### config.mk
export PLATFORM = sky130hd
export DESIGN_NAME = instr_encoder_flat
export DESIGN_NICKNAME = d
export VERILOG_FILES = /design/src/rtl/instr_encoder_if.sv /design/src/rtl/instr_encoder.sv /design/src/flat_wrapper.sv
export SDC_FILE = /design/constraint.sdc
export NUM_CORES = 1
export LEC_CHECK = 0
export CAP_MARGIN = 20
export CORE_MARGIN = 5
export CORE_UTILIZATION = 43
export CTS_CLUSTER_DIAMETER = 30
export DETAILED_ROUTE_END_ITERATION = 10
export PLACE_DENSITY = 0.85
export SLEW_MARGIN = 0
export SYNTH_ARGS = -nofsm -noshare
export SYNTH_HDL_FRONTEND = slang
export SYNTH_SLANG_ARGS = --single-unit
### constraint.sdc
create_clock -name clk -period 2.6 [get_ports clk]
set_clock_uncertainty 0.2 [all_clocks]
set_input_delay 0.26 -clock clk [delete_from_list [all_inputs] [get_ports clk]]
set_output_delay 0.26 -clock clk [all_outputs]
set_load 0.005 [all_outputs]
### src/rtl/instr_encoder_if.sv
// Request/response bus of the RV32I instruction encoder.
// The master drives requests and consumes words; the slave is the encoder.
interface instr_encoder_if;
    logic        in_valid;
    logic        in_ready;
    logic [2:0]  in_class;
    logic [2:0]  in_funct3;
    logic [6:0]  in_funct7;
    logic [4:0]  in_rd;
    logic [4:0]  in_rs1;
    logic [4:0]  in_rs2;
    logic [31:0] in_imm;
    logic        out_valid;
    logic        out_ready;
    logic [31:0] out_instr;

    modport master (
        output in_valid, in_class, in_funct3, in_funct7, in_rd, in_rs1, in_rs2, in_imm, out_ready,
        input  in_ready, out_valid, out_instr
    );

    modport slave (
        input  in_valid, in_class, in_funct3, in_funct7, in_rd, in_rs1, in_rs2, in_imm, out_ready,
        output in_ready, out_valid, out_instr
    );
endinterface

### src/rtl/instr_encoder.sv
// Assembles RV32I instruction words from class + operand fields and buffers
// them in a small FIFO; illegal requests are consumed, flagged and counted.
module instr_encoder #(
    parameter int DEPTH = 2,
    parameter int CNT_W = 8
) (
    input  logic             clk,
    input  logic             rst_n,
    instr_encoder_if.slave   bus,
    output logic             err_illegal,
    output logic [CNT_W-1:0] illegal_count
);
    localparam int AW = (DEPTH > 1) ? $clog2(DEPTH) : 1;

    typedef enum logic [2:0] {
        CLS_R      = 3'd0,
        CLS_LOAD   = 3'd1,
        CLS_STORE  = 3'd2,
        CLS_BRANCH = 3'd3,
        CLS_JAL    = 3'd4,
        CLS_LUI    = 3'd5,
        CLS_AUIPC  = 3'd6,
        CLS_BAD    = 3'd7
    } instr_class_e;

    logic [31:0] mem [DEPTH];
    logic [AW-1:0] wr_ptr;
    logic [AW-1:0] rd_ptr;
    logic [AW:0]   count;
    logic [AW:0]   count_next;
    logic          in_ready_q;
    logic [31:0]   word;
    logic          illegal;
    logic          accept;
    logic          push;
    logic          pop;
    logic [31:0]   imm;

    assign imm    = bus.in_imm;
    assign accept = bus.in_valid && in_ready_q;
    assign push   = accept && !illegal;
    assign pop    = (count != '0) && bus.out_ready;

    always_comb begin
        word    = '0;
        illegal = 1'b0;
        case (instr_class_e'(bus.in_class))
            CLS_R:      word = {bus.in_funct7, bus.in_rs2, bus.in_rs1, bus.in_funct3, bus.in_rd, 7'b0110011};
            CLS_LOAD:   word = {imm[11:0], bus.in_rs1, bus.in_funct3, bus.in_rd, 7'b0000011};
            CLS_STORE:  word = {imm[11:5], bus.in_rs2, bus.in_rs1, bus.in_funct3, imm[4:0], 7'b0100011};
            CLS_BRANCH: begin
                word    = {imm[12], imm[10:5], bus.in_rs2, bus.in_rs1, bus.in_funct3,
                           imm[4:1], imm[11], 7'b1100011};
                illegal = imm[0] || (bus.in_funct3 == 3'b010) || (bus.in_funct3 == 3'b011);
            end
            CLS_JAL: begin
                word    = {imm[20], imm[10:1], imm[11], imm[19:12], bus.in_rd, 7'b1101111};
                illegal = imm[0];
            end
            CLS_LUI:    word = {imm[31:12], bus.in_rd, 7'b0110111};
            CLS_AUIPC:  word = {imm[31:12], bus.in_rd, 7'b0010111};
            default:    illegal = 1'b1;
        endcase
    end

    always_comb begin
        case ({push, pop})
            2'b10:   count_next = count + 1'b1;
            2'b01:   count_next = count - 1'b1;
            default: count_next = count;
        endcase
    end

    // Storage is not reset: out_instr is forced to zero whenever the FIFO is empty.
    always_ff @(posedge clk) begin
        if (push) begin
            mem[wr_ptr] <= word;
        end
    end

    always_ff @(posedge clk) begin
        if (!rst_n) begin
            wr_ptr        <= '0;
            rd_ptr        <= '0;
            count         <= '0;
            in_ready_q    <= 1'b1;
            err_illegal   <= 1'b0;
            illegal_count <= '0;
        end else begin
            if (push) begin
                wr_ptr <= wr_ptr + 1'b1;
            end
            if (pop) begin
                rd_ptr <= rd_ptr + 1'b1;
            end
            count       <= count_next;
            in_ready_q  <= (count_next != (AW+1)'(DEPTH));
            err_illegal <= accept && illegal;
            if (accept && illegal && (illegal_count != {CNT_W{1'b1}})) begin
                illegal_count <= illegal_count + 1'b1;
            end
        end
    end

    assign bus.in_ready  = in_ready_q;
    assign bus.out_valid = (count != '0);
    assign bus.out_instr = (count != '0) ? mem[rd_ptr] : '0;
endmodule

### src/flat_wrapper.sv
// flat-port wrapper written by rule: the top's interface ports become plain ports
module instr_encoder_flat 
#(
    parameter int DEPTH = 2,
    parameter int CNT_W = 8
)
  (clk, rst_n, err_illegal, illegal_count, bus_in_valid, bus_in_class, bus_in_funct3, bus_in_funct7, bus_in_rd, bus_in_rs1, bus_in_rs2, bus_in_imm, bus_out_ready, bus_in_ready, bus_out_valid, bus_out_instr);
  instr_encoder_if bus_i ();
  input  logic clk;
  input  logic rst_n;
  output logic err_illegal;
  output logic [CNT_W-1:0] illegal_count;
  input wire logic [$bits(bus_i.in_valid)-1:0] bus_in_valid;
  input wire logic [$bits(bus_i.in_class)-1:0] bus_in_class;
  input wire logic [$bits(bus_i.in_funct3)-1:0] bus_in_funct3;
  input wire logic [$bits(bus_i.in_funct7)-1:0] bus_in_funct7;
  input wire logic [$bits(bus_i.in_rd)-1:0] bus_in_rd;
  input wire logic [$bits(bus_i.in_rs1)-1:0] bus_in_rs1;
  input wire logic [$bits(bus_i.in_rs2)-1:0] bus_in_rs2;
  input wire logic [$bits(bus_i.in_imm)-1:0] bus_in_imm;
  input wire logic [$bits(bus_i.out_ready)-1:0] bus_out_ready;
  output wire logic [$bits(bus_i.in_ready)-1:0] bus_in_ready;
  output wire logic [$bits(bus_i.out_valid)-1:0] bus_out_valid;
  output wire logic [$bits(bus_i.out_instr)-1:0] bus_out_instr;
  assign bus_i.in_valid = bus_in_valid;
  assign bus_i.in_class = bus_in_class;
  assign bus_i.in_funct3 = bus_in_funct3;
  assign bus_i.in_funct7 = bus_in_funct7;
  assign bus_i.in_rd = bus_in_rd;
  assign bus_i.in_rs1 = bus_in_rs1;
  assign bus_i.in_rs2 = bus_in_rs2;
  assign bus_i.in_imm = bus_in_imm;
  assign bus_i.out_ready = bus_out_ready;
  assign bus_in_ready = bus_i.in_ready;
  assign bus_out_valid = bus_i.out_valid;
  assign bus_out_instr = bus_i.out_instr;
  instr_encoder #(.DEPTH(DEPTH), .CNT_W(CNT_W)) u_core (.clk(clk), .rst_n(rst_n), .bus(bus_i), .err_illegal(err_illegal), .illegal_count(illegal_count));
endmodule
==> Word-level counts from Yosys, hierarchy flattened <==
Memory sizes are Yosys's and may differ from the RTL's. A register that Yosys moved wholly into a read port is not among the register bits.
Index checks and enable logic that the tools add are counted.
{ "op_classes": {"addsub": 5, "eq_ne": 12, "muxes": 8, "reduce_logical": 11} }
{ "ops": {"columns": ["cell", "count"], "rows": [
  ["$pmux W32 S7", 1],
  ["$mux W32", 1],
  ["$eq A3 B2 Y1 const B", 4],
  ["$eq A3 B3 Y1 const B", 3],
  ["$add A8 B1 Y8 const B", 1],
  ["$ne A8 B8 Y1 const B", 1],
  ["$logic_and A1 B1 Y1", 5],
  ["$reduce_or A5 Y1", 1],
  ["$mux W1", 4],
  ["$pmux W2 S2", 1],
  ["$eq A3 B1 Y1 const B", 1],
  ["$logic_not A3 Y1", 1],
  ["$pmux W1 S3", 1],
  ["$add A1 B1 Y1 const B", 2],
  ["$add A2 B1 Y2 const B", 1],
  ["$eq A2 B1 Y1 const B", 1],
  ["$eq A2 B2 Y1 const B", 1],
  ["$logic_or A1 B1 Y1", 2],
  ["$ne A2 B2 Y1 const B", 1],
  ["$reduce_bool A2 Y1", 1],
  ["$sub A2 B1 Y2 const B", 1],
  ["$logic_not A1 Y1", 1]
]} }
{ "word_totals": {"ff_bits": 14, "ram_bits": 64, "in_bits": 64, "n_memories": 1} }
{ "memory_table": {"columns": ["memory", "depth", "width", "rd", "rd_clocked_by_memory_dff", "wr", "line", "source"], "rows": [
  ["u_core.mem", 2, 32, 1, 1, 1, "instr_encoder.sv:26", "logic [31:0] mem [DEPTH];"]
]} }

==> Longest topological paths before layout <==
{ "logic_depth": {"word_depth": 9, "depth_mapped": 11, "depth_no_buf": 8} }

==> Least setup slack after synthesis <==
Ideal clock, no wire load.
{ "synth_timing": {"path_type": "input -> register", "from": "input bus_in_class[2]", "to": "memory u_core.mem[1][10], enable pin", "arrival_time_ps": 1889, "t_required_ps": 2009, "slack_ps": 120, "stages": 6, "path_buffers": 3, "cell_sequence": "buf_2 > o211ai_1 > and3_1 > clkbuf_2 > buf_2 > and3_1"} }
{ "synth_via": {"elab_chain_cells": 7, "word_cells_on_any_way": 13} }
{ "synth_lines": {"columns": ["element", "line", "source"], "rows": [
  ["start: declaration", "flat_wrapper.sv:14", "input wire logic [$bits(bus_i.in_class)-1:0] bus_in_class;"],
  ["$eq A3 B1 Y1, or another cell as far along", "instr_encoder.sv:47", "case (instr_class_e'(bus.in_class))"],
  ["$reduce_or A5 Y1 (no line)", null, null],
  ["$pmux W1 S3 *", "instr_encoder.sv:47", null],
  ["$logic_not A1 Y1 *", "instr_encoder.sv:41", "assign push = accept && !illegal;"],
  ["$logic_and A1 B1 Y1 *", "instr_encoder.sv:41", null],
  ["$mux W1 *", "instr_encoder.sv:76", "if (push) begin"],
  ["$mux W1 (implied by the code) *", "instr_encoder.sv:77", "mem[wr_ptr] <= word;"],
  ["end: declaration", "instr_encoder.sv:26", null]
]} }
Every way passes the cells marked *; elsewhere a longest branch is shown, timed or not.

==> results.md <==
| Item | This run |
|:---|:---|
| Hold-fix buffer count after cts | 0 |
| Sequential standard cell area | 2163 sq um |
| Total number of vias | 3001 |
| Overall track demand over capacity in global routing | 0.1802 |
| Startpoint of the lowest-slack hold path | u_core.illegal_count[7] |
| H-tree levels | 3 |
| Total wire length after detailed routing | 9455 microns |
| CTS tree | done |
| Number of global-route vias before repair | 3011 |
| Kind of end point of the critical path | output pin |
| Logic pwr share | 0.374 |
| CP Data Arrival Time | 1950 ps |
| Length of routed met2 wiring | 4773 microns |
| Required time at the worst-slack endpoint | 2140 ps |
| Number of hold violations in the final report | 0 |
| CP Cell Sequence | buf_4 > mux2i_1 > nor2_1 > clkdlybuf4s50_1 |
| Half-perimeter wire length after detailed placement | 6810 microns |
| Setup Buffers After CTS | 0 |
| Endpoint of the worst register-to-register path | u_core.illegal_count[1] |
| Master of the slowest instance on the critical path | clkdlybuf4s50_1 |
| Diode insertion count for antenna repair | 0 |
| Core occupancy in the finished layout | 0.6019 |
| Share of flip-flops with an asynchronous set or reset | 0 |
| Core box area | 8636 sq um |
| Relative contribution of the clock network to total power | 0.226 |
| Most frequent cells in the layout | clkdlybuf4s50_1, edfxtp_1, mux2i_1, nor2_1, nand2_1 |
| Highest cell delay on the worst timing path | 520 ps |
| Final #Nets | 495 |
| Highest routed layer | met4 |
| Reg2reg path depth | 5 |
| Measured slew at the worst slew-check pin | 716.0 ps |
| Via count normalized by instance count | 5.537 |
| X dimension of the die | 103.5 microns |
| Classification of the worst setup path | register to output pin |
| Die outline area | 10710 sq um |
| Number of sinks driven by the clock tree | 77 |
| Pin count of the biggest net entering global routing | 32 |
| Mapped Cells | 319 |
| Detailed route wirelength on metal3 | 933 microns |
| Post-synth design cell area | 3757 sq um |
| Maximum count of clock buffers along a single path | 2 |
| Tightest Hold Check Type | register to register |
| Count of cell types in the netlist | 44 |
| Wire length of the first global-routing pass | 14670 microns |
| Post-Route Setup TNS | 0 ps |
| Pins Over Slew Limit | 0 |
| Initial cell density of the core | 0.4351 |
| Clock-pin slew reported for the worst setup and hold paths after clock tree synthesis | 80 ps |
| Number of core rows | 34 |
| Share of total power in sequential cells | 0.401 |
| Internal reg-to-reg setup slack | 540 ps |
| Count of final setup violators | 0 |
| Count of filler cells inserted in the layout | 689 |
| DRT antenna net count | 0 |
| Commonest non-fill, non-tap cell in the layout | clkdlybuf4s50_1 |
| Most instantiated flip-flop cell in the synthesis netlist | edfxtp_1 |
| Reg2reg start | u_core.illegal_count[0] |
| Post-Place Worst Slack | 71.18 ps |
| Peak Freq | 415.3 MHz |
| Mean Syn Cell Area | 11.78 sq um |
| Clock latency of the later-clocked register in the worst-skew pair | 340 ps |
| Buffers on Ports | 106 |
| Total CTS buffers | 9 |
| Post-CTS resize count | 0 |
| Count of flip-flops with a built-in enable after synthesis | 62 |
| Power Dens Cells | 751.9 nW/um^2 |
| Antenna violations before repair | 0 |
| Net count of the mapped netlist | 385 |
| Leakage power | 1.823 nW |
| RSZ-0062 raised after global routing | no |
| Switching power as a share of total power | 0.2993 |
| Final estimated routing congestion in global placement | 0.8351 |
| Reported max-cap violation count | 0 |
| Proportion of synthesized chip area in sequential cells | 0.5754 |
| Die extent in y | 103.5 microns |
| Warnings, synthesis | 0 |
| Endpoint, Worst Hold | u_core.illegal_count[7] |
| Fraction of layout instances using a drive strength above 1 | 0.09217 |
| Synthesized flop and latch total | 77 |
| WL/cell | 17.44 microns |
| Critical-path maximum fanout | 18 |
| Initial detailed-routing violation count | 156 |
| Final worst-path cycle share | 0.9262 |
| Post-layout min period | 2408 ps |
| DRT met1 WL | 3663 microns |
| Remaining design rule violation count | 0 |
| Maximum ir drop on the vdd rail | 0.3531 mV |
| Critical path launch point type | register |
| Internal Pwr Total | 2.738 mW |
| Count of pins on the block boundary | 107 |
| Switching power of the nets | 1.170 mW |
| Relative slew slack | 0.5195 |
| First drt pass iteration count | 5 |
| Area delta synth->final | 38.33% |
| Area of the multi-input gates | 1464 sq um |
| Setup slack after layout | 192.0 ps |
| CTS Root Buffer Type | clkbuf_8 |
| Grt ovf | 0 |
| Worst hold path cell count | 2 |
| Run status | finished clean |
[power groups by stage]
stage | sequential [mW] | combinational (mW) | clock [mW]
finish | 1.57 | 1.46 | 0.882
global route | 1.58 | 1.59 | 0.956
CTS | 1.57 | 1.48 | 0.902
detailed placement | 1.59 | 1.47 | 0
global placement | 1.58 | 1.44 | 0
floorplan | 1.56 | 0.703 | 0
[state kept, by name (all words and copies together), names as in the netlist, named ones only]
signal                flops
u_core.bus.in_ready       1
u_core.count              2
u_core.err_illegal        1
u_core.illegal_count      8
u_core.mem               62
u_core.rd_ptr             1
u_core.wr_ptr             1
[metal layers]
| metal | up-vias | GRT usage |
|---|---|---|
| li1 | 1420 | - |
| met1 | 1420 | 0.2314 |
| met2 | 152 | 0.2941 |
| met5 | - | 0 |
| met3 | 9 | 0.04359 |
| met4 | 0 | 0.07072 |
[worst max path at each step]
stage | endpoint | slack, ps
after floorplan | u_core.mem[1][10] | 120
after global placement | u_core.bus.in_ready | 180
after detailed placement | u_core.bus.in_ready | 70
after CTS | bus_out_instr[31] | 170
after global routing | bus_out_instr[7] | 70
final | bus_out_instr[20] | 190
[Yosys cell counts, types with 3 or more instances]
library cell  count  area, sq um
inv_1             7        26.28
o31ai_1           9        67.56
or4_1             5        37.54
nor3_1            3        15.01
or3_1             3        18.77
a32o_1            4        40.04
nand3_1           5        25.02
nor2_1           36        135.1
dfxtp_1          15        300.3
a22o_1           13        113.9
edfxtp_1         62         1862
and2_1            4        25.02
a31oi_1           4        25.02
a21oi_1          16        80.08
mux2i_1          44        440.4
and3_1            5        31.28
o21ai_0           5        25.02
nand3b_1          4        30.03
buf_2             4        20.02
clkbuf_1         15        56.30
nand2_1          21        78.83
xor2_1            3        26.28
mux2_2            7        78.83
[per-stage QoR]
step | total power [mW] | instance area [sq um] | hold WS, ps | std cells
3_5_place_dp | 3.060 | 4999 | 308.1 | 526
3_3_place_gp | 3.022 | 4999 | 270.4 | 526
4_1_cts | 3.946 | 5197 | 319.5 | 542
2_1_floorplan | 2.262 | 3757 | 181.7 | 319
5_1_grt | 4.123 | 5197 | 357.7 | 542
6_report | 3.908 | 5197 | 314.6 | 542
[critical path: cells and delay by family, from the launching register on]
family	cells	cell delay, ps
buffers and inverters	2	880
DFF	1	470
muxes	1	130
and+or+nand+nor	1	130
[layout make-up]
| cell class | count | share of cell area |
|---|---|---|
| clock inverter | 7 | 0.01444 |
| clock buffer | 9 | 0.02383 |
| timing repair buffer | 122 | 0.2321 |
| multi-input combinational | 211 | 0.2817 |
| sequential | 77 | 0.4162 |
| inverter | 8 | 0.005778 |
| tap | 108 | 0.02600 |
[cells by family (layout without fill, tap and decap cells)]
| group | after synthesis | count (layout) | synth area share |
|---|---|---|---|
| simple gates | 97 | 97 | 0.1282 |
| flops | 77 | 77 | 0.5754 |
| compound gates | 57 | 57 | 0.1066 |
| mux | 51 | 51 | 0.1382 |
| buf+inv | 31 | 146 | 0.03563 |
| xor+xnor | 4 | 4 | 0.009326 |
| fa+ha+maj | 2 | 2 | 0.006659 |
(Power assumes the default switching activity.)
